===== src/rtl/pipe_pkg.sv =====
// rtl/pipe_pkg.sv - shared selector codes, FSM encodings and default widths
package pipe_pkg;

  localparam int DEF_REG_ADDR_W = 5;

  // Operand-source selector codes for the EX-stage 3:1 muxes
  localparam logic [1:0] FWD_REG = 2'b00;
  localparam logic [1:0] FWD_MEM = 2'b01;
  localparam logic [1:0] FWD_WB  = 2'b10;

  // Pipeline control FSM states
  localparam logic RUN      = 1'b0;
  localparam logic MEM_HOLD = 1'b1;

endpackage


===== src/rtl/fwd_select.sv =====
// rtl/fwd_select.sv - priority forwarding compare for one EX operand
module fwd_select
  import pipe_pkg::*;
#(
  parameter int REG_ADDR_W = DEF_REG_ADDR_W
) (
  input  logic [REG_ADDR_W-1:0] src,
  input  logic                  ex_valid,
  input  logic [REG_ADDR_W-1:0] mem_rd,
  input  logic                  mem_valid,
  input  logic                  mem_regwrite,
  input  logic [REG_ADDR_W-1:0] wb_rd,
  input  logic                  wb_valid,
  input  logic                  wb_regwrite,
  output logic [1:0]            sel
);

  // MEM is the younger producer so it wins over WB; r0 is never forwarded
  always_comb begin
    sel = FWD_REG;
    if (ex_valid) begin
      if (mem_valid && mem_regwrite && (mem_rd != '0) && (mem_rd == src)) begin
        sel = FWD_MEM;
      end else if (wb_valid && wb_regwrite && (wb_rd != '0) && (wb_rd == src)) begin
        sel = FWD_WB;
      end
    end
  end

endmodule


===== src/rtl/forward_hazard_unit.sv =====
// rtl/forward_hazard_unit.sv - forwarding selectors and stall/bubble control; FWD_STALL_COUNT_EN adds a stall counter
module forward_hazard_unit
  import pipe_pkg::*;
#(
  parameter int REG_ADDR_W = DEF_REG_ADDR_W,
  parameter int CNT_W      = 16
) (
  input  logic                  clk,
  input  logic                  reset,
  input  logic                  id_valid,
  input  logic [REG_ADDR_W-1:0] id_rs,
  input  logic [REG_ADDR_W-1:0] id_rt,
  input  logic [REG_ADDR_W-1:0] id_rd,
  input  logic                  id_regwrite,
  input  logic                  id_memread,
  input  logic                  mem_wait,
  output logic [1:0]            fwd_a,
  output logic [1:0]            fwd_b,
  output logic                  stall,
  output logic                  bubble,
  output logic [CNT_W-1:0]      stall_count
);

  logic                  state;
  logic                  ex_valid, ex_regwrite, ex_memread;
  logic [REG_ADDR_W-1:0] ex_rs, ex_rt, ex_rd;
  logic                  mem_valid, mem_regwrite;
  logic [REG_ADDR_W-1:0] mem_rd;
  logic                  wb_valid, wb_regwrite;
  logic [REG_ADDR_W-1:0] wb_rd;
  logic                  load_use;
  logic [1:0]            sel_a, sel_b;

  // Load in EX whose result an issuing ID instruction needs
  always_comb begin
    load_use = ex_valid && ex_memread && ex_regwrite && (ex_rd != '0) &&
               id_valid && ((id_rs == ex_rd) || (id_rt == ex_rd));
  end

  // mem_wait freezes everything and outranks the load-use bubble; reset masks both
  always_comb begin
    stall  = !reset && (mem_wait || load_use);
    bubble = !reset && !mem_wait && load_use;
    fwd_a  = reset ? FWD_REG : sel_a;
    fwd_b  = reset ? FWD_REG : sel_b;
  end

  // Track whether the pipeline is being held for data memory
  always_ff @(posedge clk) begin
    if (reset) begin
      state <= RUN;
    end else begin
      case (state)
        RUN:      if (mem_wait)  state <= MEM_HOLD;
        MEM_HOLD: if (!mem_wait) state <= RUN;
        default:  state <= RUN;
      endcase
    end
  end

  // Shadow EX/MEM/WB tags; frozen while memory waits, EX gets a bubble on load-use
  always_ff @(posedge clk) begin
    if (reset) begin
      ex_valid  <= 1'b0;
      mem_valid <= 1'b0;
      wb_valid  <= 1'b0;
    end else if (!mem_wait) begin
      wb_valid     <= mem_valid;
      wb_rd        <= mem_rd;
      wb_regwrite  <= mem_regwrite;
      mem_valid    <= ex_valid;
      mem_rd       <= ex_rd;
      mem_regwrite <= ex_regwrite;
      if (load_use) begin
        ex_valid <= 1'b0;
      end else begin
        ex_valid    <= id_valid;
        ex_rs       <= id_rs;
        ex_rt       <= id_rt;
        ex_rd       <= id_rd;
        ex_regwrite <= id_regwrite;
        ex_memread  <= id_memread;
      end
    end
  end

  fwd_select #(.REG_ADDR_W(REG_ADDR_W)) u_fwd_a (
    .src          (ex_rs),
    .ex_valid     (ex_valid),
    .mem_rd       (mem_rd),
    .mem_valid    (mem_valid),
    .mem_regwrite (mem_regwrite),
    .wb_rd        (wb_rd),
    .wb_valid     (wb_valid),
    .wb_regwrite  (wb_regwrite),
    .sel          (sel_a)
  );

  fwd_select #(.REG_ADDR_W(REG_ADDR_W)) u_fwd_b (
    .src          (ex_rt),
    .ex_valid     (ex_valid),
    .mem_rd       (mem_rd),
    .mem_valid    (mem_valid),
    .mem_regwrite (mem_regwrite),
    .wb_rd        (wb_rd),
    .wb_valid     (wb_valid),
    .wb_regwrite  (wb_regwrite),
    .sel          (sel_b)
  );

`ifdef FWD_STALL_COUNT_EN
  // Saturating count of every stalled cycle, whatever the cause
  always_ff @(posedge clk) begin
    if (reset) begin
      stall_count <= '0;
    end else if (stall && (stall_count != '1)) begin
      stall_count <= stall_count + 1'b1;
    end
  end
`else
  assign stall_count = '0;
`endif

endmodule


===== config.mk =====
export PLATFORM = sky130hd
export DESIGN_NAME = forward_hazard_unit
export DESIGN_NICKNAME = d
export VERILOG_FILES = /design/src/rtl/pipe_pkg.sv /design/src/rtl/fwd_select.sv /design/src/rtl/forward_hazard_unit.sv
export SDC_FILE = /design/constraint.sdc
export NUM_CORES = 1
export LEC_CHECK = 0
export ABC_AREA = 1
export CORE_MARGIN = 5
export CORE_UTILIZATION = 29
export CTS_BUF_LIST = sky130_fd_sc_hd__clkbuf_8
export CTS_CLUSTER_DIAMETER = 200
export CTS_CLUSTER_SIZE = 20
export DETAILED_ROUTE_END_ITERATION = 7
export PLACE_DENSITY = 0.57
export SYNTH_ARGS = -nofsm -noshare
export SYNTH_HDL_FRONTEND = slang
export SYNTH_HIERARCHICAL = 1
export SYNTH_SLANG_ARGS = --single-unit

===== constraint.sdc =====
create_clock -name clk -period 4.8 [get_ports clk]
set_clock_uncertainty 0.2 [all_clocks]
set_input_delay 0.48 -clock clk [delete_from_list [all_inputs] [get_ports clk]]
set_output_delay 0.48 -clock clk [all_outputs]
set_load 0.005 [all_outputs]

# Word-level counts from Yosys, hierarchy flattened
# Index checks and enable logic that the tools add are counted.
[op_classes]
eq_ne = 6
n_mux = 9
n_bitwise = 3
reduce_logical = 25
[ops]
columns = ["op", "count"]
rows = [
  ["5-bit == test", 6],
  ["1-bit logical AND", 16],
  ["2-bit 2-to-1 mux", 8],
  ["5-bit nonzero test", 3],
  ["1-bit inverter", 3],
  ["3-bit AND reduction", 1],
  ["1-bit zero test", 2],
  ["1-bit logical OR", 2],
  ["2-bit AND reduction", 1],
  ["1-bit 2-to-1 mux", 1],
]
[word_totals]
ff_bits = 32
wordCells = 55

# Depth between registers and ports, before layout
[logic_depth]
word_depth = 7
depth_mapped = 9
mapped_depth_nobuf = 9

# Modules after synthesis
# The synthesis kept the hierarchy.
[by_module_without_submodules]
columns = ["module", "n_inst", "cells_per_inst", "area_per_inst_um2", "seq_area_each_um2"]
rows = [
  ["forward_hazard_unit", 1, 124, 1386.3, 930.9],
  ["fwd_select", 2, 60, 240.2, 0.0],
]

# Worst setup path before layout
# No wires, ideal clock.
[synth_path]
path_type = "reg2reg"
from = "register ex_rd[0]"
to = "register ex_memread, enable pin"
setup_time_ns = 0.377
t_arrival_ns = 1.420
t_required_ns = 4.223
setup_slack_ns = 2.803
stages_incl_launch_ff = 8
n_path_buf = 0
cell_sequence = "edfxtp_1 nor3_1 nand3_1 nand3_1 inv_2 nand2_4 nand2_1 nor2_2"
[synth_via]
elab_chain_cells = 6
[synth_rtl]
columns = ["item", "line", "text"]
rows = [
  ["start: declaration", "forward_hazard_unit.sv:26", "logic [REG_ADDR_W-1:0] ex_rs, ex_rt, ex_rd;"],
  ["start signal: assignment", "forward_hazard_unit.sv:80", "ex_rd <= id_rd;"],
  ["5-bit nonzero test", "forward_hazard_unit.sv:36", "load_use = ex_valid && ex_memread && ex_regwrite && (ex_rd != '0) &&"],
  ["1-bit logical AND (2 in a row)", "forward_hazard_unit.sv:36", ""],
  ["1-bit logical AND (*)", "forward_hazard_unit.sv:37", "id_valid && ((id_rs == ex_rd) || (id_rt == ex_rd));"],
  ["1-bit inverter (no source line) (*)", "-", ""],
  ["3-bit AND reduction (no source line) (*)", "-", ""],
  ["end signal: assignment", "forward_hazard_unit.sv:82", "ex_memread <= id_memread;"],
  ["end: declaration", "forward_hazard_unit.sv:25", "logic ex_valid, ex_regwrite, ex_memread;"],
]
# Every way passes the cells marked *; elsewhere a longest branch is shown, timed or not.
# A chain may end at the register's enable or synchronous reset.

# Worst setup path after layout
[layout_path]
from = "input id_rs[1]"
to = "output stall"
[layout_via]
elab_chain_cells = 5
[layout_rtl]
columns = ["item", "line", "text"]
rows = [
  ["start: declaration", "forward_hazard_unit.sv:11", "input logic [REG_ADDR_W-1:0] id_rs,"],
  ["5-bit == test", "forward_hazard_unit.sv:37", ""],
  ["1-bit logical OR", "forward_hazard_unit.sv:37", ""],
  ["1-bit logical AND", "forward_hazard_unit.sv:37", ""],
  ["1-bit logical OR", "forward_hazard_unit.sv:42", "stall = !reset && (mem_wait || load_use);"],
  ["1-bit logical AND", "forward_hazard_unit.sv:42", ""],
  ["end: declaration", "forward_hazard_unit.sv:19", "output logic stall,"],
]
# No other way between the ends.

==> results by group <==
Synth
  – Top cells by area, synth: edfxtp_1 47%, nand2_1 16%, inv_1 7.6%
  – EDFF count, synth: 29
  – Main synth FF type: edfxtp_1
  – Synth cell types: 21
  – Yosys warns: 6
  – Register area share after synthesis: 49.9%
  – Share of the synthesized area in the top cell type: 46.6%
  – Most frequent cells after synthesis: 82 x nand2_1, 38 x inv_1, 35 x nor2_1
  – Avg Inst Size Synth: 7.65 µm²
  – Synthesized flop and latch total: 32
  – Area of the mapped netlist: 1870 µm²
  – Ys async rst share: 0%
  – Syn Inst Count: 244
  – Count leader, synth: nand2_1
  – Yosys top cell by area: edfxtp_1

Floorplan
  – Die area: 8140 µm²
  – Core ar.: 6310 µm²
  – Row count: 29
  – Die Span Y: 90.2 µm
  – # IOs: 43
  – Initial cell density of the core: 29.6%
  – Die Wd: 90.2 µm

Final layout
  – N_diodes: 0
  – Synth-to-layout area growth: 19.6%
  – Area of the multi-input gates: 696 µm²
  – Nets: 296
  – Cell area after layout: 2230 µm²
  – Register Area: 931 µm²
  – Filler Cells Inserted: 658
  – Layout cells sized above 1: 7.27%

Clock tree
  – CTS tree: done
  – Clock sink count: 32
  – Post-CTS Setup Bufs: 0
  – CTS root buffer: clkbuf_8
  – Post-cts resize count: 0
  – CTS Buffer Depth: 2
  – H-tree lvl count: 2
  – Worst-path clk slew: 0.06 ns
  – Worst skew pair latency: 0.27 ns
  – Num CTS Buffers: 5
  – CTS Hold Bufs: 0

Global route
  – Met2 Use GR: 14.9%
  – Grt total ovfl: 0
  – First-pass GRT wire length: 5840 µm
  – Most used routing layer: met2
  – Largest net degree at the start of global routing: 18
  – Antenna violations before repair: 0
  – Met3 usage: 2.42%
  – Vias in the first global route: 1305
  – Met1 Track Usage GR: 10.6%
  – GRT Total Usage: 8.82%

Route
  – Routed len/inst: 10.1 µm
  – Initial DRC count: 74
  – Routed Wire Length: 3570 µm
  – # DRC: 0
  – Vias: 1447
  – Antenna-violating nets left: 0
  – Vias per std cell: 4.11
  – Drt pass-1 iters: 4

Pwr
  – Cell Int Power: 447 µW
  – Max VDD drop: 195 µV
  – Switching power: 138 µW
  – Pwr Density: 262 nW/µm²
  – Switching fraction of total power: 23.6%
  – Pleak: 1.06 nW
  – Seq pwr share: 57.3%
  – Logic pwr share: 11.8%
  – Clock share of power: 30.9%

Worst hold path
  – Worst Hold Class: reg2reg
  – Hold Crit Depth: 0
  – Hold wc startpoint: ex_regwrite
  – WHS Endpoint: mem_regwrite

Status
  – Outcome: finished clean

Timing
  – Actual slew at the worst max-slew pin: 1.06 ns
  – RSZ-0062 raised after global routing: no
  – Crit share post-route: 59.6%
  – Final setup vio count: 0
  – Final Hold Fails: 0
  – Slew HR: 29.2%
  – Setup TNS: 0 ns
  – Max Slew Vio Count: 0
  – Fmax achieved: 350 MHz
  – Min cycle time layout: 2.86 ns

Critical path
  – Worst reg2reg setup slack: 2.49 ns
  – Worst-case reg-to-reg path depth: 7
  – Crit path required time: 4.12 ns
  – CP arrival: 2.18 ns
  – Critical path launch point type: input pin
  – FF-to-FF Start: ex_rd[0]
  – Crit end category: output port
  – Worst Setup SP: id_rs[1]
  – Worst-path maximum fanout: 4
  – R2R Path End: ex_rt[2]
  – CP Class: in2out

Run
  – Max-Cap Viols: 0

Placed design
  – Area post-placement: 2160 µm²
  – IO buf count: 26
  – GP Congestion: 0.835
  – DP HPWL: 2860 µm
-- layer usage --
layer / vias up / wire (µm)
li1: 774 / -
met1: 622 / 1630
met2: 46 / 1620
met3: 5 / 260
met4: 0 / 55
met5: - / 0
-- flip-flops by register name, indices dropped and copies added, names as in the netlist, 5 cells and up --
name and cells:
ex_rt 5, ex_rs 5, wb_rd 5, mem_rd 5
ex_rd 5
-- per-stage QoR --
stage	cells	setup WS [ns]	utilization [%]	hold slack (ns)	power, mW
after floorplan	259	2.80	-	0.219	0.387
after global placement	345	1.94	34.1	0.237	0.409
after detailed placement	345	1.89	34.1	0.242	0.410
after CTS	352	1.89	35.4	0.258	0.592
after global routing	352	1.79	35.4	0.267	0.616
final	352	1.94	35.4	0.255	0.585
-- final cells by class --
cell class,count,area share [%]
clock buffers,5,3.08
clock inverters,2,0.336
inverters,46,7.74
multi-input cells,164,31.2
flip-flops and latches,32,41.7
well taps,77,4.32
repair buffers,26,11.7
-- cell families after synthesis --
kind of cell              synth area share [%]
DFF                                       49.9
xor gates and xnor gates                 0.939
AOI/OAI and AO/OA                         2.08
other                                    0.201
and+or+nand+nor                           31.0
buffers and inverters                     15.9
-- worst max-delay path by stage --
stage | end | slack (ns) | cells after the start
after floorplan | ex_memread | 2.80 | 7
after global placement | stall | 1.94 | 10
after detailed placement | stall | 1.89 | 10
after CTS | stall | 1.89 | 10
after global routing | stall | 1.79 | 10
final | stall | 1.94 | 10
-- cell usage in the layout (no fill, tap or decap) --
cell type	count
nand2_1	82
inv_1	38
nor2_1	35
edfxtp_1	29
clkdlybuf4s50_1	26
conb_1	16
nand3_1	11
inv_2	8
a21oi_1	6
clkbuf_8	5
nor3_2	3
dfxtp_1	3
xnor2_1	2
clkinv_1	2
nand4_1	2
nand2_2	1
nor3_1	1
and3_1	1
nand2_4	1
a21oi_2	1
nor2_2	1
nand3b_1	1
-- power groups by stage --
| stage | clock network [mW] | registers [mW] | logic [mW] |
|---|---|---|---|
| after global placement | 0 | 0.341 | 0.0683 |
| after CTS | 0.188 | 0.335 | 0.0694 |
| after global routing | 0.199 | 0.337 | 0.0798 |
| after floorplan | 0 | 0.336 | 0.0506 |
| final | 0.181 | 0.335 | 0.0690 |
| after detailed placement | 0 | 0.341 | 0.0692 |
-- critical path, cell delays in order --
cell	delay [ns]
clkdlybuf4s50_1	0.51
inv_1	0.05
nand2_1	0.05
nand2_1	0.05
nor2_1	0.15
nand3_1	0.11
nand2_2	0.09
nand2_4	0.06
a21oi_2	0.11
clkdlybuf4s50_1	0.51
Power figures use the tool's default switching activity.
==> patch 1, RTL diff (config.mk and constraints unchanged) <==
The option `FWD_STALL_COUNT_EN` is turned on by a define.
--- a/src/rtl/forward_hazard_unit.sv
+++ b/src/rtl/forward_hazard_unit.sv
@@ -1,4 +1,6 @@
 // rtl/forward_hazard_unit.sv - forwarding selectors and stall/bubble control; FWD_STALL_COUNT_EN adds a stall counter
+`define FWD_STALL_COUNT_EN
+
 module forward_hazard_unit
   import pipe_pkg::*;
 #(
Behaviour: not the same (a bounded check fails within 4 cycles, from zero or initial values and one cycle with reset high).
==> patch 1 against the unedited design <==
  * Synthesized cell count is 55% higher
  * Wire length is 67% higher
  * Final area is 48% higher
  * Power is 41% higher
  * Sequential cell count is 16 higher
  * Sequential share of layout area is 3.9 points lower
  * Worst setup slack worse by 430 ps
  * First-iteration DRC count is 6.8% lower
  * Synthesized area is 44% higher
  * Non-clock buffer count is 17 higher
  * Largest power group unchanged
==> patch 1: results (changes against the unedited design) <==
top area cells in the synthesized netlist=edfxtp_1 32%, nand2_1 17%, dfxtp_1 14%, nor2_1 9.4%, inv_1 8.4%; post-cts sizing count=0 (unchanged); Global Route met3 Usage=2.37% (-0.053 points); final hold vios=0 (unchanged); first-pass GRT wire length=9710 microns (+66%); Critical Path AT=2600 ps (+420 ps); routability cong.=0.823 (-1.4%); Seq/Total Area, Yosys=46.6% (-3.3 points); Post-synth EDFFs=29 (unchanged); Synth top cells by count=119 x nand2_1, 67 x nor2_1, 60 x inv_1, 29 x edfxtp_1, 27 x nand3_1; status=finished, final reports clean; Hold Path Class=flip-flop to flip-flop; number of port buffers=42 (+62%); DR pass1 iterations=4 (unchanged); final net count=446 (+51%); CP Max Fanout=26 (+22); later-pin clock latency in the skew report=290 ps (+20 ps); # H-tree levels=2 (unchanged); Top reg by flops=stall_count; largest net degree at the start of global routing=27 (+9); Detail Placement HPWL=4600 microns (+61%); syn nets=401; predominant post-synthesis flop cell=edfxtp_1; Worst VDD drop=0.149 mV (-24%); Synth async-reset ratio=0% (unchanged); fraction of layout cells with a size suffix above 1=6.35% (-0.92 points); clock slew at reported path FFs=90 ps (+30 ps); vias in the first global route=2164 (+66%); DR vias/cell=4.34 (+5.6%); DRT iter0 DRCs=69 (-6.8%); global-route usage over all layers=10.6% (+1.8 points); met2 Track Usage GR=17.0% (+2.1 points); Cell variety after synth=25 (+19%); Antenna diodes=0 (unchanged); Clock Tree Buf Depth=2 (unchanged); total length of routed wires=5950 microns (+67%); GRT met1 Usage=14.0% (+3.4 points); P_leak=0.00151 uW (+43%); Post-CTS Setup Bufs=0 (unchanged); cts bufs inserted=5 (unchanged); initial antenna violation count=0 (unchanged); Final Max Tran Viols=0 (unchanged); Place WS=1510 ps (-377 ps); number of flip-flops in the largest register=16; Yosys warnings=6 (unchanged); Worst slew margin=24.8% (-4.3 points); root buf cell=clkbuf_8; Post-Place Cell Area=0.00321 sq mm (+49%)
==> patch 1: critical path, cell delays in order <==
cell	delay (ps)
clkdlybuf4s50_1	500
inv_1	50
nand2_1	50
nand2_1	60
nor2_1	140
nand3_1	80
nand2_1	60
nand2_1	70
nand2_2	370
nand2_1	120
inv_1	100
clkdlybuf4s50_1	510
==> patch 1: cell families after synthesis <==
family	synth area share (%)
simple gates	37.8
buf+inv	11.0
flops	46.6
fa+ha+maj	0.466
xor+xnor	1.30
compound gates	2.79
==> patch 1: metal layers <==
metal	share of wire [%]	wire [microns]
met1	49	2910
met2	46	2730
met3	3.5	208
met4	1.7	104
met5	0	0
==> patch 1: final timing paths <==
path	from	endpoint	slack, ps	depth (start not counted)
worst max-delay path	id_rs[1]	stall	1520	12
worst min-delay path	ex_regwrite$_DFFE_PP_	mem_regwrite$_DFFE_PP_	260	0
worst max register to register	stall_count[0]$_SDFFE_PP0P_	stall_count[6]$_SDFFE_PP0P_	2530	12
worst min register to register	ex_regwrite$_DFFE_PP_	mem_regwrite$_DFFE_PP_	260	0
==> patch 1: final cells by class <==
cell class | instances | area (sq um)
inverter | 68 | 255
clock inverter | 1 | 3.75
fill | 970 | 5840
multi-input combinational | 258 | 1140
timing repair buffer | 43 | 428
tap | 111 | 139
sequential | 48 | 1250
clock buffer | 7 | 96.3
==> patch 1: report_power, final <==
group          switching [uW]  leakage (uW)  internal [uW]
logic                    47.5       0.00103           39.9
registers                18.6      0.000427            456
clock network             131     0.0000557            130
==> patch 1: metrics by stage <==
stage,std cells,utilization [%]
after global placement,528,35.1
after floorplan,379,-
final,536,36.2
after global routing,536,36.2
after detailed placement,528,35.1
after CTS,536,36.2
==> patch 2, RTL diff (same settings) <==
Made on the original files. `DEF_REG_ADDR_W`: 5 -> 6.
--- a/src/rtl/pipe_pkg.sv
+++ b/src/rtl/pipe_pkg.sv
@@ -1,7 +1,7 @@
 // rtl/pipe_pkg.sv - shared selector codes, FSM encodings and default widths
 package pipe_pkg;
 
-  localparam int DEF_REG_ADDR_W = 5;
+  localparam int DEF_REG_ADDR_W = 6;
 
   // Operand-source selector codes for the EX-stage 3:1 muxes
   localparam logic [1:0] FWD_REG = 2'b00;
Interface: changed (resized id_rd, id_rs and id_rt); port bits go from 43 to 46. The function was not compared with the original's and may differ.
==> patch 2 against the unedited design <==
  * Register-to-register slack improved by 380 ps
  * Power increased by 16%
  * Synthesized area grew 17%
  * Wire length increased by 24%
  * Final area is 17% higher
  * Synthesized cell count rose by 15%
  * Worst setup slack worse by 41 ps
  * Sequential cell count grew 5
==> patch 2: results (changes against the unedited design) <==
Place WS=1860 ps (-28.6 ps); reg-to-reg critical path startpoint=ex_rd[2]$_DFFE_PP_; initial antenna violation count=0 (unchanged); largest net degree at the start of global routing=21 (+3); DRT iter0 DRCs=71 (-4.1%); DR pass1 iterations=4 (unchanged); vias in the first global route=1476 (+13%); # H-tree levels=2 (unchanged); worst setup path start=id_rt[2]; Post-synth EDFFs=34 (+17%); Detail Placement HPWL=3590 microns (+25%); final net count=341 (+15%); root buf cell=clkbuf_8; vias=1654 (+14%); global-route usage over all layers=9.27% (+0.46 points); Worst VDD drop=0.181 mV (-7.2%); Synth top cells by count=98 x nand2_1, 49 x inv_1, 34 x edfxtp_1, 34 x nor2_1, 16 x buf_4; Filler Cells Inserted=769 (+17%); number of port buffers=29 (+12%); later-pin clock latency in the skew report=280 ps; P_leak=0.00121 uW (+15%); Seq/Total Area, Yosys=49.7% (-0.21 points); first-pass GRT wire length=7020 microns (+20%); worst hold start=ex_regwrite$_DFFE_PP_; Synth async-reset ratio=0% (unchanged); Clock Tree Buf Depth=2 (unchanged); total length of routed wires=4420 microns (+24%); Critical Path AT=2220 ps (+40 ps); Worst slew margin=65.4% (+36 points); post-cts sizing count=0 (unchanged); Hold Path Class=flip-flop to flip-flop; fraction of layout cells with a size suffix above 1=9.12% (+1.8 points); status=finished, final reports clean; Antenna diodes=0 (unchanged); routability cong.=0.781 (-6.5%); top area cells in the synthesized netlist=edfxtp_1 47%, nand2_1 17%, inv_1 8.4%, nor2_1 5.9%, buf_4 5.5%
## patch 2: cell types whose count changed after synthesis, moves of 2 or more
cell	change
nor2_2	+5
nand4_1	+4
nand2_1	+16
inv_1	+11
nand3_2	+2
xnor2_1	+2
a21oi_1	-2
edfxtp_1	+5
nand3_1	-4
xor2_1	+2
## patch 2: cell type report
type / count / area [sq um] / area share (%)
Timing Repair Buffer: 31 / 305 / 11.6
Clock buffer: 5 / 68.8 / 2.63
Sequential cell: 37 / 1080 / 41.2
Multi-Input combinational cell: 186 / 818 / 31.2
Inverter: 56 / 210 / 8.02
Tap cell: 99 / 124 / 4.73
Clock inverter: 3 / 13.8 / 0.525
## patch 2: logic make-up (layout without fill, tap and decap cells)
group	count (synthesis)	in the layout	synth area share [%]
simple gates	158	158	30.7
buf+inv	73	95	15.3
flops	37	37	49.7
compound gates	6	6	1.67
xor+xnor	6	6	2.41
other cells	1	16	0.172
## patch 2: report_power, final
group	switching, uW	total [uW]	internal, uW
logic	45.6	83.2	37.7
clock network	108	207	98.5
registers	16.8	388	371
total	171	678	507
## patch 2: stage by stage
step                hold WS [ps]  instance area [sq um]  cells  power (uW)
finish                       256                   2620    417         678
floorplan                    227                   2230    296         448
global placement             256                   2540    409         477
global route                 269                   2620    417         710
CTS                          258                   2620    417         686
detailed placement           244                   2540    409         479
## patch 2: critical path: cells and delay by family
kind            cells  cell delay [ps]
buf+inv             3             1080
compound gates      1              120
simple gates        6              540
## patch 2: worst paths after layout
kind	end	slack [ps]	cells after the start
worst max-delay path	stall	1900	10
worst min register to register	mem_regwrite$_DFFE_PP_	260	0
worst max register to register	ex_rt[5]$_DFFE_PP_	2870	10
worst min-delay path	mem_regwrite$_DFFE_PP_	260	0
## patch 2: layer usage
layer  GRT usage, %  share of wire (%)
met5              0                  0
met3           2.23                4.8
met4           2.92               0.77
met2           16.2                 48
met1           11.2                 46
